**src/rtl/ysyx_24110015_wb_scoreboard_if.sv**
```systemverilog
// Bundle between EXU/IDU, the writeback scoreboard and the register file write port.
// The scoreboard sits on the slave modport; the surrounding pipeline drives the master side.
interface ysyx_24110015_wb_scoreboard_if #(
   parameter int ADDR_WIDTH = 5,
   parameter int DATA_WIDTH = 32
);
   // Result input from EXU
   logic                  in_valid;
   logic                  in_ready;
   logic                  in_wen;
   logic [ADDR_WIDTH-1:0] in_rd;
   logic [DATA_WIDTH-1:0] in_data;

   // Issue from IDU
   logic                  iss_valid;
   logic                  iss_wen;
   logic [ADDR_WIDTH-1:0] iss_rd;
   logic                  iss_ready;

   // Hazard query
   logic [ADDR_WIDTH-1:0] q_rs1;
   logic [ADDR_WIDTH-1:0] q_rs2;
   logic                  q_busy1;
   logic                  q_busy2;

   // Register file write port
   logic                  rf_hold;
   logic                  rf_wen;
   logic [ADDR_WIDTH-1:0] rf_waddr;
   logic [DATA_WIDTH-1:0] rf_wdata;

   modport master (
      output in_valid, in_wen, in_rd, in_data,
      output iss_valid, iss_wen, iss_rd,
      output q_rs1, q_rs2,
      output rf_hold,
      input  in_ready, iss_ready, q_busy1, q_busy2,
      input  rf_wen, rf_waddr, rf_wdata
   );

   modport slave (
      input  in_valid, in_wen, in_rd, in_data,
      input  iss_valid, iss_wen, iss_rd,
      input  q_rs1, q_rs2,
      input  rf_hold,
      output in_ready, iss_ready, q_busy1, q_busy2,
      output rf_wen, rf_waddr, rf_wdata
   );
endinterface

```
**src/rtl/ysyx_24110015_wb_scoreboard.sv**
```systemverilog
// Writeback scoreboard: result FIFO in front of the register file write port, plus
// a 2-bit pending-write counter per architectural register for RAW hazard detection.
module ysyx_24110015_wb_scoreboard #(
   parameter int ADDR_WIDTH = 5,
   parameter int DATA_WIDTH = 32,
   parameter int DEPTH      = 2
) (
   input logic                          clk,
   input logic                          rst,
   ysyx_24110015_wb_scoreboard_if.slave sb
);
   localparam int NREG  = 2 ** ADDR_WIDTH;
   localparam int PTR_W = $clog2(DEPTH);
   localparam int CNT_W = PTR_W + 1;

   typedef struct packed {
      logic                  wen;
      logic [ADDR_WIDTH-1:0] rd;
      logic [DATA_WIDTH-1:0] data;
   } entry_t;

   entry_t           fifo_q [DEPTH];
   logic [PTR_W-1:0] wr_ptr_q, wr_ptr_d;
   logic [PTR_W-1:0] rd_ptr_q, rd_ptr_d;
   logic [CNT_W-1:0] count_q, count_d;
   logic [1:0]       pend_q [NREG];
   logic [1:0]       pend_d [NREG];

   entry_t           head;
   logic             empty;
   logic             push;
   logic             pop;
   logic             head_wr;
   logic             iss_fire;
   logic             underflow;
   logic [NREG-1:0]  inc_vec;
   logic [NREG-1:0]  dec_vec;

   assign head  = fifo_q[rd_ptr_q];
   assign empty = (count_q == '0);
   assign push  = sb.in_valid && sb.in_ready;
   // Entries with wen = 0 or rd = 0 still pop; they simply never strobe the register file.
   assign pop     = !empty && !sb.rf_hold;
   assign head_wr = pop && head.wen && (head.rd != '0);

   assign sb.in_ready = !rst && (count_q != CNT_W'(DEPTH));
   assign sb.rf_wen   = !rst && head_wr;
   assign sb.rf_waddr = head.rd;
   assign sb.rf_wdata = head.data;

   assign sb.iss_ready = !(sb.iss_wen && (sb.iss_rd != '0) && (pend_q[sb.iss_rd] == 2'd3));
   assign iss_fire     = sb.iss_valid && sb.iss_ready && sb.iss_wen && (sb.iss_rd != '0);

   assign sb.q_busy1 = (sb.q_rs1 != '0) && (pend_q[sb.q_rs1] != 2'd0);
   assign sb.q_busy2 = (sb.q_rs2 != '0) && (pend_q[sb.q_rs2] != 2'd0);

   // One-hot increment/decrement requests; bit 0 can never be set by construction.
   assign inc_vec = iss_fire ? (NREG'(1) << sb.iss_rd) : '0;
   assign dec_vec = head_wr  ? (NREG'(1) << head.rd)   : '0;

   always_comb begin
      // NOTE: every output of a combinational block gets a default first, so no path
      // through the ifs/case can leave a signal unassigned and infer a latch.
      wr_ptr_d = wr_ptr_q;
      rd_ptr_d = rd_ptr_q;
      count_d  = count_q;
      if (push) wr_ptr_d = wr_ptr_q + 1'b1;
      if (pop)  rd_ptr_d = rd_ptr_q + 1'b1;
      case ({push, pop})
         2'b10:   count_d = count_q + 1'b1;
         2'b01:   count_d = count_q - 1'b1;
         default: count_d = count_q;
      endcase
   end

   always_comb begin
      pend_d[0] = 2'd0;
      for (int i = 1; i < NREG; i++) begin
         pend_d[i] = pend_q[i];
         if (inc_vec[i] && !dec_vec[i] && (pend_q[i] != 2'd3)) begin
            pend_d[i] = pend_q[i] + 2'd1;
         end else if (dec_vec[i] && !inc_vec[i] && (pend_q[i] != 2'd0)) begin
            pend_d[i] = pend_q[i] - 2'd1;
         end
      end
   end

   always_ff @(posedge clk) begin
      // NOTE: sequential state uses non-blocking assignments so every register samples
      // the pre-edge values, independent of statement order across processes.
      if (rst) begin
         wr_ptr_q <= '0;
         rd_ptr_q <= '0;
         count_q  <= '0;
         for (int i = 0; i < NREG; i++) pend_q[i] <= 2'd0;
      end else begin
         wr_ptr_q <= wr_ptr_d;
         rd_ptr_q <= rd_ptr_d;
         count_q  <= count_d;
         pend_q   <= pend_d;
      end
   end

   // NOTE: the FIFO payload is deliberately not reset; count_q alone says which slots
   // are valid, and leaving the storage reset-free lets it map onto plain flops/RAM.
   always_ff @(posedge clk) begin
      if (push) begin
         fifo_q[wr_ptr_q] <= '{wen: sb.in_wen, rd: sb.in_rd, data: sb.in_data};
      end
   end

   // A write retiring against a zero counter means EXU produced a result nobody issued.
   assign underflow = head_wr && !inc_vec[head.rd] && (pend_q[head.rd] == 2'd0);

   a_no_pend_underflow : assert property (@(posedge clk) disable iff (rst) !underflow);

endmodule

```
**src/flat_wrapper.sv**
```systemverilog
// flat-port wrapper written by rule: the top's interface ports become plain ports
module ysyx_24110015_wb_scoreboard_flat 
#(
   parameter int ADDR_WIDTH = 5,
   parameter int DATA_WIDTH = 32,
   parameter int DEPTH      = 2
)
  (clk, rst, sb_in_valid, sb_in_wen, sb_in_rd, sb_in_data, sb_iss_valid, sb_iss_wen, sb_iss_rd, sb_q_rs1, sb_q_rs2, sb_rf_hold, sb_in_ready, sb_iss_ready, sb_q_busy1, sb_q_busy2, sb_rf_wen, sb_rf_waddr, sb_rf_wdata);
  ysyx_24110015_wb_scoreboard_if #(.ADDR_WIDTH(ADDR_WIDTH), .DATA_WIDTH(DATA_WIDTH)) sb_i ();
  input logic clk;
  input logic rst;
  input wire logic [$bits(sb_i.in_valid)-1:0] sb_in_valid;
  input wire logic [$bits(sb_i.in_wen)-1:0] sb_in_wen;
  input wire logic [$bits(sb_i.in_rd)-1:0] sb_in_rd;
  input wire logic [$bits(sb_i.in_data)-1:0] sb_in_data;
  input wire logic [$bits(sb_i.iss_valid)-1:0] sb_iss_valid;
  input wire logic [$bits(sb_i.iss_wen)-1:0] sb_iss_wen;
  input wire logic [$bits(sb_i.iss_rd)-1:0] sb_iss_rd;
  input wire logic [$bits(sb_i.q_rs1)-1:0] sb_q_rs1;
  input wire logic [$bits(sb_i.q_rs2)-1:0] sb_q_rs2;
  input wire logic [$bits(sb_i.rf_hold)-1:0] sb_rf_hold;
  output wire logic [$bits(sb_i.in_ready)-1:0] sb_in_ready;
  output wire logic [$bits(sb_i.iss_ready)-1:0] sb_iss_ready;
  output wire logic [$bits(sb_i.q_busy1)-1:0] sb_q_busy1;
  output wire logic [$bits(sb_i.q_busy2)-1:0] sb_q_busy2;
  output wire logic [$bits(sb_i.rf_wen)-1:0] sb_rf_wen;
  output wire logic [$bits(sb_i.rf_waddr)-1:0] sb_rf_waddr;
  output wire logic [$bits(sb_i.rf_wdata)-1:0] sb_rf_wdata;
  assign sb_i.in_valid = sb_in_valid;
  assign sb_i.in_wen = sb_in_wen;
  assign sb_i.in_rd = sb_in_rd;
  assign sb_i.in_data = sb_in_data;
  assign sb_i.iss_valid = sb_iss_valid;
  assign sb_i.iss_wen = sb_iss_wen;
  assign sb_i.iss_rd = sb_iss_rd;
  assign sb_i.q_rs1 = sb_q_rs1;
  assign sb_i.q_rs2 = sb_q_rs2;
  assign sb_i.rf_hold = sb_rf_hold;
  assign sb_in_ready = sb_i.in_ready;
  assign sb_iss_ready = sb_i.iss_ready;
  assign sb_q_busy1 = sb_i.q_busy1;
  assign sb_q_busy2 = sb_i.q_busy2;
  assign sb_rf_wen = sb_i.rf_wen;
  assign sb_rf_waddr = sb_i.rf_waddr;
  assign sb_rf_wdata = sb_i.rf_wdata;
  ysyx_24110015_wb_scoreboard #(.ADDR_WIDTH(ADDR_WIDTH), .DATA_WIDTH(DATA_WIDTH), .DEPTH(DEPTH)) u_core (.clk(clk), .rst(rst), .sb(sb_i));
endmodule
```
**config.mk**
```make
export PLATFORM = sky130hd
export DESIGN_NAME = ysyx_24110015_wb_scoreboard_flat
export DESIGN_NICKNAME = d
export VERILOG_FILES = /design/src/rtl/ysyx_24110015_wb_scoreboard_if.sv /design/src/rtl/ysyx_24110015_wb_scoreboard.sv /design/src/flat_wrapper.sv
export SDC_FILE = /design/constraint.sdc
export NUM_CORES = 1
export LEC_CHECK = 0
export ABC_CLOCK_PERIOD_IN_PS = 3500
export BUFFER_PORTS_ARGS = -buffer_cell sky130_fd_sc_hd__buf_2
export CORE_MARGIN = 1
export CORE_UTILIZATION = 59
export DETAILED_ROUTE_END_ITERATION = 10
export MAX_ROUTING_LAYER = met4
export PLACE_DENSITY = 0.87
export SYNTH_ARGS = -nofsm -noshare
export SYNTH_HDL_FRONTEND = slang
export SYNTH_SLANG_ARGS = --single-unit
```
**constraint.sdc**
```tcl
create_clock -name clk -period 3.5 [get_ports clk]
set_clock_uncertainty 0.1 [all_clocks]
set_input_delay 0.7 -clock clk [delete_from_list [all_inputs] [get_ports clk]]
set_output_delay 0.7 -clock clk [all_outputs]
set_load 0.05 [all_outputs]
```
; ---- Yosys cells after proc, flatten, opt, wreduce, memory -nomap -nowiden
; Memories as Yosys holds them, arrays and structs flattened. A register that Yosys moved wholly into a read port is not among the register bits.
; Cells that the tools add are included.
[word_totals]
register_bits = 66
in_bits = 59
memories = 1
elab_cells = 495
mem_bits_rw = 76
[memory_table]
columns = memory, words, width, read_ports, rd_ports_with_merged_regs, wr, line
row1 = u_core.fifo_q, 2, 38, 1, 1, 1, ysyx_24110015_wb_scoreboard.sv:22  ; entry_t fifo_q [DEPTH];
[classes]
addsub = 66
bitwise_logic = 3
n_reduce_logical = 273
order_cmp = 3
n_mux = 78
n_eq_ne = 35
n_shift = 2
[op_table]
columns = op, count
row1 = $logic_and A1 B1 Y1, 137
row2 = $mux W2, 68
row3 = $reduce_bool A2 Y1, 65
row4 = $logic_not A1 Y1, 66
row5 = $add A2 B1 Y2 const B, 32
row6 = $mux W32, 2
row7 = $ne A2 B2 Y1 const B, 32
row8 = $shl A1 B5 Y32 const A, 2
row9 = $sub A2 B1 Y2 const B, 32
row10 = $bmux W2 S5, 3
row11 = $reduce_bool A5 Y1, 4
row12 = $ge A6 B6 Y1 const B, 3
row13 = $not A5 Y6, 3
row14 = $eq A2 B2 Y1 const B, 2
row15 = $mux W1, 4
row16 = $pmux W2 S2, 1
row17 = $add A1 B1 Y1 const B, 2
row18 = $eq A2 B1 Y1 const B, 1
row19 = $logic_not A2 Y1, 1

; ---- Depth between registers and ports, before layout
[depth]
word_depth = 16
ltp_mapped = 9
mapped_depth_nobuf = 7

; ---- Worst setup path after synthesis
; Ideal clock, no wire load.
[synth_timing]
path_type = input -> output
startpoint = in rst
endpoint = out sb_rf_wen
setup_slack_ns = -0.777
stages = 3
path_buffers = 2
required_time_ns = 2.700
arrival_ns = 3.477
path_cell_list = clkbuf_1 > buf_1 > a2111oi_0
[synth_between]
elab_chain_cells = 2
[synth_rtl]
columns = item, line
row1 = from (decl), flat_wrapper.sv:11  ; input logic rst;
row2 = $logic_not A1 Y1, ysyx_24110015_wb_scoreboard.sv:47  ; assign sb.rf_wen = !rst && head_wr;
row3 = $logic_and A1 B1 Y1, ysyx_24110015_wb_scoreboard.sv:47
row4 = to (decl), flat_wrapper.sv:26  ; output wire logic [$bits(sb_i.rf_wen)-1:0] sb_rf_wen;
; Every way passes these cells.

; ---- Worst setup path after layout
[layout_timing]
startpoint = in sb_iss_rd[0]
endpoint = out sb_iss_ready
[layout_between]
elab_chain_cells = 7
elab_cells_between_ends = 9
[layout_rtl]
columns = item, line
row1 = from (decl), flat_wrapper.sv:18  ; input wire logic [$bits(sb_i.iss_rd)-1:0] sb_iss_rd;
row2 = $not A5 Y6 (not written as such), ysyx_24110015_wb_scoreboard.sv:51  ; assign sb.iss_ready = !(sb.iss_wen && (sb.iss_rd != '0) && (pend_q[sb.iss_rd] == 2'd3));
row3 = $bmux W2 S5, ysyx_24110015_wb_scoreboard.sv:51
row4 = $mux W2 (not written as such) (2 in series), ysyx_24110015_wb_scoreboard.sv:51
row5 = $eq A2 B2 Y1, ysyx_24110015_wb_scoreboard.sv:51
row6 = $logic_and A1 B1 Y1 (*), ysyx_24110015_wb_scoreboard.sv:51
row7 = $logic_not A1 Y1 (*), ysyx_24110015_wb_scoreboard.sv:51
row8 = to (decl), flat_wrapper.sv:23  ; output wire logic [$bits(sb_i.iss_ready)-1:0] sb_iss_ready;
; Mark *: on every way between the ends. The rest lies on a longest branch, timed or not. The select of a mux whose other input is x is not followed.

==> impl_metrics.env <==
export IMPL_h_tree_depth=4
export IMPL_slew_violations=0
export IMPL_die_area_mm2=0.01400
export IMPL_pwr_share_comb_pct=25.3
export IMPL_drive_above_1_share_pct=24.34
export IMPL_yosys_area_share_xor_xnor_pct=0.6583
export IMPL_syn_num_nets=867
export IMPL_setup_violations_final=0
export IMPL_area_of_the_mapped_netlist_mm2=0.007983
export IMPL_chipHeight_um=118.3
export IMPL_worst_slew_pin_transition_ps=1135
export IMPL_grt_first_pass_wirelength_um=33710
export IMPL_io_buffers=100
export IMPL_synth_top_area_share_pct=28.59
export IMPL_netlist_top_cells_count="sky130_fd_sc_hd__edfxtp_1 (76), sky130_fd_sc_hd__nor2_1 (74), sky130_fd_sc_hd__dfxtp_1 (67), sky130_fd_sc_hd__nand2_1 (52), sky130_fd_sc_hd__a21oi_1 (50)"
export IMPL_synth_ff_type="sky130_fd_sc_hd__edfxtp_1"
export IMPL_globalRouteTotalUtil_pct=32.43
export IMPL_leakagePower_nw=3.217
export IMPL_synth_top_family_by_area="simple AND/OR/NAND/NOR gates"
export IMPL_dp_hpwl_um=15410
export IMPL_cts_resized=0
export IMPL_async_reset_ff_share_pct=0
export IMPL_first_global_vias=6593
export IMPL_maxClockFrequency_mhz=295.2
export IMPL_worst_ep_required_time_ps=2700
export IMPL_yosys_top_cells_area="sky130_fd_sc_hd__edfxtp_1 (29%), sky130_fd_sc_hd__dfxtp_1 (17%), sky130_fd_sc_hd__mux2_2 (4.9%), sky130_fd_sc_hd__mux4_2 (3.7%), sky130_fd_sc_hd__nor2_1 (3.5%)"
export IMPL_most_numerous_cell_in_the_yosys_netlist="sky130_fd_sc_hd__edfxtp_1"
export IMPL_number_of_clock_buffers_inserted_by_tritoncts=17
export IMPL_critical_path_arrival_ps=2590
export IMPL_gp_congestion=0.9805
export IMPL_netSwitchingPower_mw=1.790
export IMPL_post_synth_cell_area_avg_um2=9.892
export IMPL_ff_latch_count_synth=143
export IMPL_tritoncts="built"
export IMPL_yosys_mux_area_fraction_pct=9.702
export IMPL_drc=0
export IMPL_die_w_um=118.3
export IMPL_route_detailed_vias_per_inst=6.534
export IMPL_synthAdderAreaFrac_pct=0.1567
export IMPL_clkSlewWorstSetupHoldPaths_ps=70
export IMPL_synth_compound_area_share_pct=18.79
export IMPL_synth_yosys_seq_area_share_pct=45.39
export IMPL_fp_coreArea_mm2=0.01324
export IMPL_share_seq_of_total_power_pct=37.7
export IMPL_vdd_drop_max_mv=0.8379
export IMPL_timing_final_crit_period_ps=3388
export IMPL_clock_tree_root_cell="sky130_fd_sc_hd__clkbuf_16"
export IMPL_slowest_stage="sky130_fd_sc_hd__a31oi_1"
export IMPL_totalWireLength_um=21580
export IMPL_post_cts_repair_setup_buffers=0
export IMPL_crit_path_start_kind="input port"
export IMPL_detailroute_via_count=7116
export IMPL_internal_power_mw=3.315
export IMPL_ys_warnings_count=0
export IMPL_dr_first_iter_drc_count=724
export IMPL_period_share_pct=96.79
export IMPL_critical_path_top_cell_by_count="sky130_fd_sc_hd__buf_2"
export IMPL_critical_path_max_stage_delay_ps=420
export IMPL_worstSkewPairLatency_ps=440
export IMPL_postCtsHoldBufs=0
export IMPL_numPlacedInstances=1056
export IMPL_sw_frac_of_total_pct=35.07
export IMPL_initial_utilization_pct=60.28
export IMPL_antenna_violations_before_repair=1
export IMPL_io_pin_count=101
export IMPL_grt_start_max_net_pins=40
export IMPL_worst_hold_path_type="input port to flip-flop"
export IMPL_cp_max_fo=27
export IMPL_dr_pass1_iterations=6
export IMPL_synth_edff_count=76
export IMPL_antenna_left=0
export IMPL_path_class="input port to output port"
export IMPL_layout_nets=959
export IMPL_gate_count_after_technology_mapping=807
export IMPL_post_synth_cell_types=84
export IMPL_average_routed_wire_per_standard_cell_um=19.82
export IMPL_synth_largest_area_cell="sky130_fd_sc_hd__edfxtp_1"
export IMPL_synthSimpleGateAreaFrac_pct=22.26
export IMPL_preCtsSetupSlack_ps=193.1
export IMPL_clock_tree_buffer_depth=2
export IMPL_finish_cell_count_without_fillers=1089
export IMPL_clock_sink_count=143
export IMPL_area_growth_synth_to_final_pct=16.05
export IMPL_layout_setup_ws_ps=112.3
export IMPL_timing_max_cap_violations=0
export IMPL_power_per_unit_of_standard_cell_area_mw_per_mm2=551.1
export IMPL_overflow=0
export IMPL_status="complete, no violations"
export IMPL_path_cells="buf_2 > mux2i_1 > o2bb2ai_1 > a31oi_1 > a211oi_1 > o221ai_2 > buf_2"
export IMPL_postLayoutCoreUtil_pct=69.95
export IMPL_rows=42
export IMPL_end_kind="output port"
export IMPL_final_hold_viol_count=0
export IMPL_slew_headroom_pct=24.35
export IMPL_clock_power_share_pct=37.0
==> registers in the layout, indices dropped and copies added (netlist names), named ones only <==
register	flops
u_core.rd_ptr_q	1
u_core.count_q	2
u_core.fifo_q	76
u_core.pend_q	62
u_core.wr_ptr_q	1
==> placed cells by master, fill, tap and decap left out, types with 6 or more instances in the layout <==
cell type	instances
sky130_fd_sc_hd__buf_2	100
sky130_fd_sc_hd__dfxtp_1	66
sky130_fd_sc_hd__mux2_2	35
sky130_fd_sc_hd__nor3b_1	7
sky130_fd_sc_hd__a211oi_1	24
sky130_fd_sc_hd__nand2_1	52
sky130_fd_sc_hd__and3_1	15
sky130_fd_sc_hd__nor4_1	15
sky130_fd_sc_hd__mux4_2	13
sky130_fd_sc_hd__inv_1	12
sky130_fd_sc_hd__nand4_1	9
sky130_fd_sc_hd__nor2b_1	6
sky130_fd_sc_hd__o21ai_0	42
sky130_fd_sc_hd__and3b_1	7
sky130_fd_sc_hd__o21a_1	17
sky130_fd_sc_hd__clkbuf_16	17
sky130_fd_sc_hd__nor4b_1	9
sky130_fd_sc_hd__a31oi_1	8
sky130_fd_sc_hd__nand3_1	23
sky130_fd_sc_hd__buf_4	11
sky130_fd_sc_hd__and2_1	11
sky130_fd_sc_hd__o211ai_1	9
sky130_fd_sc_hd__mux2i_1	6
sky130_fd_sc_hd__nor3_1	44
sky130_fd_sc_hd__a21oi_1	50
sky130_fd_sc_hd__nor2_1	73
sky130_fd_sc_hd__nand2b_1	22
sky130_fd_sc_hd__edfxtp_1	76
==> critical path, delay by kind of cell <==
family	cells	cell delay (ps)
buf+inv	2	690
mux	1	270
compound gates	4	930
==> metal layers <==
metal	share of wire [%]	vias to the layer above	routed length [µm]	track usage, %
met5	0	-	0	-
met4	3.5	0	765	13.78
met3	11	76	2345	10.91
met2	47	415	10170	51.21
met1	38	3303	8304	37.77
li1	-	3322	-	-
==> per-stage QoR <==
step	total power [mW]	instance area, µm²	hold slack (ps)	setup TNS, ps
global placement	3.205	8645	388.6	0
CTS	5.113	9261	336.5	0
floorplan	2.945	7993	367.7	-100.2
global route	5.263	9264	332.9	-1.531
detailed placement	3.232	8645	403.2	0
finish	5.105	9264	346.1	0
==> area by class of cell <==
| type | instances | area [µm²] |
|---|---|---|
| repair buffers | 112 | 603.1 |
| diodes | 1 | 2.502 |
| clock inverters | 15 | 191.4 |
| clock buffers | 17 | 425.4 |
| well taps | 176 | 220.2 |
| flip-flops and latches | 143 | 3625 |
| fillers | 1015 | 3979 |
| multi-input cells | 608 | 4133 |
| inverters | 17 | 63.81 |
==> power groups by stage <==
stage | logic (mW) | clock network (mW) | registers [mW]
6_report | 1.29 | 1.89 | 1.92
5_1_grt | 1.35 | 1.97 | 1.94
4_1_cts | 1.29 | 1.90 | 1.93
3_5_place_dp | 1.27 | 0 | 1.96
2_1_floorplan | 1.02 | 0 | 1.92
3_3_place_gp | 1.25 | 0 | 1.95
==> cell families after synthesis <==
family	Yosys count
flip-flops	143
adder cells (fa/ha/maj)	1
AO/OA/AOI/OAI	219
XOR/XNOR	6
multiplexers	56
buffers and inverters	56
AND/OR/NAND/NOR	326
==> worst paths after layout <==
| kind | from | end | slack (ps) | depth (start not counted) |
|---|---|---|---|---|
| worst min-delay path | sb_in_rd[2] | u_core.fifo_q[1][34] | 350 | 1 |
| worst min register to register | u_core.pend_q[41] | u_core.pend_q[41] | 410 | 2 |
| worst max register to register | flip-flop | u_core.pend_q[14] | 640 | 7 |
| worst max-delay path | sb_iss_rd[0] | sb_iss_ready | 110 | 7 |
Power figures use the tool's default switching activity.
